==> src/rtl/udp_pkg.sv <==
// udp_pkg: constants and types shared by the UDP test-pattern sender and
// receiver. HELLO_BYTES holds "Hello World" with byte 0 in the top octet.
package udp_pkg;
  localparam int LEN_W     = 8;
  localparam int HELLO_LEN = 11;
  localparam logic [HELLO_LEN*8-1:0] HELLO_BYTES = 88'h48_65_6C_6C_6F_20_57_6F_72_6C_64;

  typedef enum logic {IDLE, RECV} udp_rx_state_t;

  // Byte idx of the pattern; 0 for idx beyond the pattern (caller flags those).
  function automatic logic [7:0] hello_byte(input logic [LEN_W-1:0] idx);
    logic [7:0] b;
    b = '0;
    for (int i = 0; i < HELLO_LEN; i++)
      if (int'(idx) == i) b = HELLO_BYTES[(HELLO_LEN-1-i)*8 +: 8];
    return b;
  endfunction
endpackage

==> src/rtl/udp_rx_buffer.sv <==
// udp_rx_buffer: DEPTH x 8 simple dual-port RAM.
//   clk, rst_n            : clock, async active-low reset (read register only)
//   we_i/waddr_i/wdata_i  : write port
//   raddr_i -> rdata_o    : registered read port, 1-cycle latency
// Read and write to the same address in one cycle returns the old byte.
module udp_rx_buffer #(
  parameter int DEPTH = 16,
  parameter int AW    = $clog2(DEPTH)
) (
  input  logic          clk,
  input  logic          rst_n,
  input  logic          we_i,
  input  logic [AW-1:0] waddr_i,
  input  logic [7:0]    wdata_i,
  input  logic [AW-1:0] raddr_i,
  output logic [7:0]    rdata_o
);
  logic [7:0] mem_q [DEPTH];

  // Storage array intentionally has no reset.
  always_ff @(posedge clk)
    if (we_i) mem_q[waddr_i] <= wdata_i;

  always_ff @(posedge clk or negedge rst_n)
    if (!rst_n) rdata_o <= '0;
    else        rdata_o <= mem_q[raddr_i];
endmodule

==> src/rtl/udp_receiver.sv <==
// udp_receiver: captures a framed byte stream into a local buffer, counts
// the frame length and checks it against the "Hello World" pattern.
//   clk, rst_n        : clock, async active-low reset
//   rx_data, rx_valid : byte stream; a frame is a maximal run of rx_valid=1
//   rd_addr -> rd_data: registered buffer read port
//   busy              : frame in progress
//   frame_done        : 1-cycle pulse once a frame ends; status valid from then
//   frame_len/_match/_ovf : status of the last completed frame
module udp_receiver
  import udp_pkg::*;
#(
  parameter int MAX_LEN = 16,
  parameter int ADDR_W  = $clog2(MAX_LEN)
) (
  input  logic              clk,
  input  logic              rst_n,
  input  logic [7:0]        rx_data,
  input  logic              rx_valid,
  input  logic [ADDR_W-1:0] rd_addr,
  output logic [7:0]        rd_data,
  output logic              busy,
  output logic              frame_done,
  output logic [LEN_W-1:0]  frame_len,
  output logic              frame_match,
  output logic              frame_ovf
);
  localparam logic [LEN_W-1:0] HLEN    = LEN_W'(HELLO_LEN);
  localparam logic [LEN_W-1:0] CNT_MAX = '1;

  udp_rx_state_t    state_q;
  logic [LEN_W-1:0] cnt_q;
  logic             ovf_q, mis_q;
  logic             busy_q, done_q, match_q, fovf_q;
  logic [LEN_W-1:0] len_q;

  logic              in_room, byte_bad, wr_en;
  logic [LEN_W-1:0]  idx;
  logic [ADDR_W-1:0] wr_addr;

  // In IDLE the incoming byte is byte 0 of a new frame regardless of the
  // stale count left over from the previous frame.
  always_comb begin
    idx      = (state_q == IDLE) ? '0 : cnt_q;
    in_room  = int'(idx) < MAX_LEN;
    wr_en    = rx_valid && in_room;
    wr_addr  = ADDR_W'(idx);
    byte_bad = (idx >= HLEN) || (rx_data != hello_byte(idx));
  end

  udp_rx_buffer #(.DEPTH(MAX_LEN), .AW(ADDR_W)) u_buf (
    .clk    (clk),
    .rst_n  (rst_n),
    .we_i   (wr_en),
    .waddr_i(wr_addr),
    .wdata_i(rx_data),
    .raddr_i(rd_addr),
    .rdata_o(rd_data)
  );

  always_ff @(posedge clk or negedge rst_n) begin
    if (!rst_n) begin
      state_q <= IDLE;
      cnt_q   <= '0;
      ovf_q   <= 1'b0;
      mis_q   <= 1'b0;
      busy_q  <= 1'b0;
      done_q  <= 1'b0;
      len_q   <= '0;
      match_q <= 1'b0;
      fovf_q  <= 1'b0;
    end else begin
      done_q <= 1'b0;
      case (state_q)
        IDLE: if (rx_valid) begin
          state_q <= RECV;
          busy_q  <= 1'b1;
          cnt_q   <= LEN_W'(1);
          ovf_q   <= 1'b0;
          mis_q   <= byte_bad;
        end
        RECV: if (rx_valid) begin
          if (!in_room)         ovf_q <= 1'b1;
          if (cnt_q != CNT_MAX) cnt_q <= cnt_q + LEN_W'(1);
          if (byte_bad)         mis_q <= 1'b1;
        end else begin
          state_q <= IDLE;
          busy_q  <= 1'b0;
          done_q  <= 1'b1;
          len_q   <= cnt_q;
          match_q <= !mis_q && (cnt_q == HLEN) && !ovf_q;
          fovf_q  <= ovf_q;
        end
        default: state_q <= IDLE;
      endcase
    end
  end

  assign busy        = busy_q;
  assign frame_done  = done_q;
  assign frame_len   = len_q;
  assign frame_match = match_q;
  assign frame_ovf   = fovf_q;
endmodule

==> config.mk <==
export PLATFORM = sky130hd
export DESIGN_NAME = udp_receiver
export DESIGN_NICKNAME = d
export VERILOG_FILES = /design/src/rtl/udp_pkg.sv /design/src/rtl/udp_rx_buffer.sv /design/src/rtl/udp_receiver.sv
export SDC_FILE = /design/constraint.sdc
export NUM_CORES = 1
export LEC_CHECK = 0
export CAP_MARGIN = 30
export CORE_MARGIN = 4
export CORE_UTILIZATION = 59
export DETAILED_ROUTE_END_ITERATION = 16
export PLACE_DENSITY = 0.79
export SLEW_MARGIN = 25
export SYNTH_ARGS = -nofsm -noshare
export SYNTH_HDL_FRONTEND = slang
export SYNTH_SLANG_ARGS = --single-unit
==> constraint.sdc <==
create_clock -name clk -period 3 [get_ports clk]
set_input_delay 0.9 -clock clk [delete_from_list [all_inputs] [get_ports clk]]
set_output_delay 0.9 -clock clk [all_outputs]
set_load 0.005 [all_outputs]
Word-level counts from Yosys, hierarchy flattened:

Memory sizes are Yosys's and may differ from the RTL's. A register that Yosys moved wholly into a read port is not among the register bits.
Cells that the tools add are included.

* register bits: 23
* bits in latches: 0
* memory bits (writable): 128
* memory bits (read-only): 0
* input port bits: 15
* output and inout bits: 20
* memories kept: 1

* add/subtract/negate cells: 1
* multipliers: 0
* div/mod/pow operators: 0
* $lt $le $gt $ge: 2
* eq/ne operators: 19
* shift-type cells: 0
* multiplexer cells: 32
* bitwise gates (word level): 2
* reductions and logical operators: 13

Memory list
* u_buf.mem_q: words 16, width 8, read ports 1, clocked after memory_dff 1, write ports 1, RTL line udp_rx_buffer.sv:18 `logic [7:0] mem_q [DEPTH];`

Operators by type and width (count)
* $mux 8: 13
* $eq 8x4->1 const B: 5
* $eq 8x5->1 const B: 3
* $eq 8x3->1 const B: 2
* $pmux 8 s2: 1
* $mux 7: 2
* $mux 1: 13
* $reduce_and 3->1: 3
* $add 8x1->8 const B: 1
* $eq 8x2->1 const B: 1
* $ge 8x4->1 const B: 1
* $logic_not 8->1: 1
* $lt 8x5->1 const B: 1
* $ne 2x2->1 const B: 4
* $ne 8x8->1: 1
* $ne 8x8->1 const B: 1
* $pmux 1 s2: 3
* $ne 2x1->1 const B: 2
* $reduce_and 2->1: 2
* $logic_and 1x1->1: 3
* $logic_not 1->1: 3
* $not 1->1: 2
* $logic_or 1x1->1: 1

Logic depth before layout (Yosys ltp):

Gate-level depths: netlist of the first run.

* depth in word-level cells: 18
* gate-level depth with buffers: 9

Modules after synthesis:

A second synthesis of the first run with hierarchy kept.

* cells, all modules: 379
* area, all modules: 6566.3 sq um

Modules (own cells, without submodules)
* udp_rx_buffer: instances 1, cells each 229, area each 5187.5 sq um, seq. area each 4043.9 sq um
* udp_receiver: instances 1, cells each 150, area each 1378.8 sq um, seq. area each 575.6 sq um

Least setup slack after synthesis of the first run:

No wires, ideal clock.

* kind: input to register
* from: input port rd_addr[0]
* to: register u_buf.rdata_o[0], read port of u_buf.mem_q
* setup time: 138 ps
* arrival: 2390 ps
* required time: 2862 ps
* slack: 472 ps
* cell stages on the path: 4
* cells stage by stage: clkbuf_1 -> buf_2 -> mux4_2 -> mux4_2

RTL lines
* start, declared: RTL line udp_receiver.sv:19 `input logic [ADDR_W-1:0] rd_addr,`
* end, declared: RTL line udp_rx_buffer.sv:16 `output logic [7:0] rdata_o`

Worst setup path after layout of the first run:

* from: register cnt_q[7]
* to: register mis_q

* cells in the longest elaborated chain, start to end: 17
* elaborated cells between the ends (all ways): 30
* classes of those cells: order compare: 1; eq/ne: 12; mux: 14; reduce/logical: 3

RTL lines
* start, declared: RTL line udp_receiver.sv:31 `logic [LEN_W-1:0] cnt_q;`
* start signal, assigned: RTL line udp_receiver.sv:83 `if (cnt_q != CNT_MAX) cnt_q <= cnt_q + LEN_W'(1);`
* $mux 8 *: RTL line udp_receiver.sv:43 `idx = (state_q == IDLE) ? '0 : cnt_q;`
* $logic_not 8->1: RTL line udp_pkg.sv:15 `if (int'(idx) == i) b = HELLO_BYTES[(HELLO_LEN-1-i)*8 +: 8];`
* $mux 7 (2 in a row): RTL line udp_pkg.sv:15
* $mux 8 (9 in a row): RTL line udp_pkg.sv:15
* $ne 8x8->1: RTL line udp_receiver.sv:47 `byte_bad = (idx >= HLEN) || (rx_data != hello_byte(idx));`
* $logic_or 1x1->1 *: RTL line udp_receiver.sv:47
* $mux 1 / $ne 2x1->1 (equally long branches)
* $pmux 1 s2 / $reduce_and 3->1 (equally long branches)
* end signal, assigned: RTL line udp_receiver.sv:79 `mis_q <= byte_bad;`
* end, declared: RTL line udp_receiver.sv:32 `logic ovf_q, mis_q;`

Every way passes the cells marked *; elsewhere a longest branch is shown, timed or not. The select of a mux whose other input is x is not followed.
A chain may end at the register's enable or synchronous reset.

==> results_dict.tcl, run 1 <==
set metrics [dict create \
    critPathArrivalTime_ps 2880 \
    share_seq_of_total_power 0.461 \
    drt_iter0_drc 447 \
    ff2ff_path_depth 6 \
    yosys-top-cells-area "edfxtp_1, mux4_2, dfrtp_1" \
    post_route_cells_drive_above_1_share 0.286 \
    post_synth_num_cell_types 49 \
    timing.max_slew.rel_slack 0.494 \
    syn-num-nets 392 \
    grt_usage 0.250 \
    finalCriticalPeriod_ps 2590 \
    hold_path_class "reg2reg" \
    multi_input_area_um2 1860 \
    drtAntennaViolNets 0 \
    dominantRegCellSynth "edfxtp_1" \
    synth.area.mux_share 0.158 \
    cp_data_required_time_ps 3290 \
    num_antenna_cells 0 \
    floorplan.io_pins 35 \
    pwr_density_cell_nw_per_um2 702 \
    placement.io_buffers 34 \
    startpoint_of_the_most_critical_register_to_register_path "cnt_q[7]" \
    placement_rows 38 \
    power.ir.vdd_worst_mv 0.380 \
    floorplan.core_area_um2 10900 \
    cts_post_setup_buffers_inserted 0 \
    die_height_um 114 \
    largest_family_of_logic_cells_by_synthesized_area "multiplexers" \
    pin_count_of_the_biggest_net_entering_global_routing 33 \
    cts_tree "done" \
    switching_share 0.238 \
    synth_area_in_compound_gates 0.0535 \
    seq_area_um2 4620 \
    status "finished, final reports clean" \
    globalRouteOverflowTotal 0 \
    synthesis.area_um2 6620 \
    synth_commonest_cells "edfxtp_1, mux4_2, dfrtp_1" \
    worst-setup-path-type "reg2reg" \
    yosysWarnings 0 \
    synthesis.instances 375 \
    number_of_global_route_vias_before_repair 3986 \
    n_fill_cell 681 \
    clock_tree.buffer_depth 2 \
    die_ar_um2 13000 \
    whs_endpoint "frame_len[2]" \
    synth_edf_count 128 \
    synthAdderAreaFrac 0.00378 \
    synthesis_stage_register_bit_count 159 \
    synth_simple_gate_area_share 0.0614 \
    syn2layout_area_growth_pct 19.7 \
    initial_core_util 0.606 \
    hpwl_um 9160 \
    timing.reg2reg.setup_slack_ps 410 \
    finalCritPeriodShare 0.864 \
    grt_first_pass_wirelength_um 23500 \
    ctsRootBufferMaster "clkbuf_16" \
    hold_path_startpoint "frame_len[2]" \
    clock_latency_ps 430 \
    achievable-frequency_mhz 386 \
    clk_pin_slew_ps 60 \
    final_max_slew_viol_count 0 \
    rsz0062_at_grt "false" \
    total_power_mw 5.57 \
    switching_power_mw 1.33 \
    tightest_slew_ps 758 \
    route.detailed.vias_per_inst 6.42 \
    crit_path_launch_type "flop" \
    drt_pass1_iterations 5 \
    route.vias.total 3795 \
    drt-total-wl_um 14900 \
    max_cap_viol_count 0 \
    post-synth-top-count-cell "edfxtp_1" \
    worst_setup_path_end_kind "flop" \
    clkPwrFrac 0.407 \
    seq_area_frac_synth 0.698 \
    synthDominantCellAreaShare 0.580 \
    asyncSetResetFlopFracSynth 0.195 \
    cts_inserted_buffers 17 \
    postCtsHoldBufs 0 \
    syn-mean-instance-area_um2 17.7 \
    synth-xor-area-share 0.00397 \
    report.final.setup_viol 0 \
    hold_depth 1 \
    ctsHtreeMaxLevel 4 \
    fin_skew_ps 9.08 \
    reg2reg_to "mis_q" \
    place.gp.congestion 0.888 \
    pleak_nw 2.75 \
    hold_viol 0 \
    internal_power_mw 4.24 \
    route.detailed.wl_per_inst_um 25.2 \
    postCtsResizedCells 0 \
    totalNegativeSetupSlack_ps 0 \
    worst-path-max-fanout 10 \
    post-route-drc-count 0 \
    synth.largest_area_cell "edfxtp_1" \
    finalNetCount 455 \
    power.combinational.fraction 0.132 \
    clock_sink_count 159 \
    die_boundary_width_um 114 \
    antenna_found_initial 0 \
]
metal layers:
layer	global-route usage	vias to the layer above	wire (um)
met5	0	-	0
met4	0.0697	0	272
met3	0.0578	27	1170
met2	0.393	226	7470
met1	0.359	1922	5950
li1	-	1620	-
power by group through the flow:
stage	sequential, mW	clock [mW]	combinational, mW
global placement	2.60	0	0.697
finish	2.57	2.27	0.736
global route	2.58	2.41	0.790
detailed placement	2.61	0	0.715
CTS	2.57	2.29	0.732
floorplan	2.58	0	0.453
layout make-up:
cell class,instances,area share
clock buffer,20,0.0551
clock inverter,12,0.0235
inverter,5,0.00237
multi-input combinational,186,0.235
sequential,159,0.583
tap,140,0.0221
timing repair buffer,69,0.0795
sequential cells by signal, indices dropped and copies added (netlist names):
register	count
frame_ovf	1
frame_done	1
ovf_q	1
frame_match	1
frame_len	8
state_q	1
u_buf.rdata_o	8
cnt_q	8
u_buf.mem_q	128
mis_q	1
busy	1
critical path, cell delays in order, from the launching register on:
cell	delay, ps
dfrtp_1	470
or4_4	700
o41ai_2	350
xor2_1	130
nor4_1	210
a211oi_1	90
or4b_1	500
stage by stage:
| step | cells | hold WS, ps | area [um^2] | util | setup slack (ps) |
|---|---|---|---|---|---|
| 2_1_floorplan | 375 | 470 | 6620 | - | 472 |
| 3_3_place_gp | 559 | 490 | 7310 | 0.668 | 179 |
| 3_5_place_dp | 559 | 496 | 7310 | 0.668 | 138 |
| 4_1_cts | 591 | 510 | 7930 | 0.725 | 445 |
| 5_1_grt | 591 | 525 | 7930 | 0.725 | 317 |
| 6_report | 591 | 505 | 7930 | 0.725 | 407 |
cell families (layout without fill, tap and decap cells):
kind of cell / count (synthesis) / after routing
fa+ha+maj: 2 / 2
xor+xnor: 3 / 3
buf+inv: 30 / 106
compound gates: 54 / 54
simple gates: 74 / 74
mux: 53 / 53
flops: 159 / 159
layout by cell type (no fill, tap or decap), types with 2 or more instances in the layout:
| cell | n |
|---|---|
| mux2_2 | 10 |
| mux2i_1 | 3 |
| o22ai_1 | 3 |
| clkbuf_16 | 17 |
| nand3_1 | 6 |
| a21oi_1 | 15 |
| nor2_1 | 20 |
| or2_2 | 2 |
| a31oi_1 | 2 |
| clkdlybuf4s50_1 | 32 |
| xor2_1 | 3 |
| nor4_1 | 3 |
| inv_6 | 2 |
| nor2b_1 | 3 |
| buf_4 | 32 |
| nand2b_1 | 5 |
| mux4_2 | 40 |
| clkinvlp_4 | 2 |
| a21o_1 | 2 |
| nand3b_1 | 2 |
| inv_1 | 5 |
| edfxtp_1 | 128 |
| clkbuf_1 | 3 |
| and3_1 | 2 |
| buf_2 | 2 |
| bufinv_16 | 4 |
| o21ai_0 | 20 |
| clkinv_4 | 2 |
| buf_12 | 3 |
| nand4_1 | 3 |
| nor3_1 | 3 |
| ha_1 | 2 |
| nand2_1 | 16 |
| dfrtp_1 | 31 |
worst max path at each step:
stage,from,endpoint,cells after the start
finish,cnt_q[7],mis_q,6
global route,cnt_q[7],mis_q,6
CTS,cnt_q[7],mis_q,6
detailed placement,rx_valid,cnt_q[5],8
global placement,rx_valid,mis_q,7
floorplan,rd_addr[0],u_buf.rdata_o[0],4
No activity file was read; power rests on OpenSTA's default activity.
==> run 2: changes to the inputs <==
Settings changed: CTS_CLUSTER_SIZE set to 8.
==> results of run 2 <==
The final DEF is identical to that of run 1; final timing and power are the same.
==> run 3: changes to the inputs <==
Settings changed: ABC_CLOCK_PERIOD_IN_PS set to 3000.
==> results of run 3 <==
The final DEF is identical to that of run 1; final timing and power are the same.
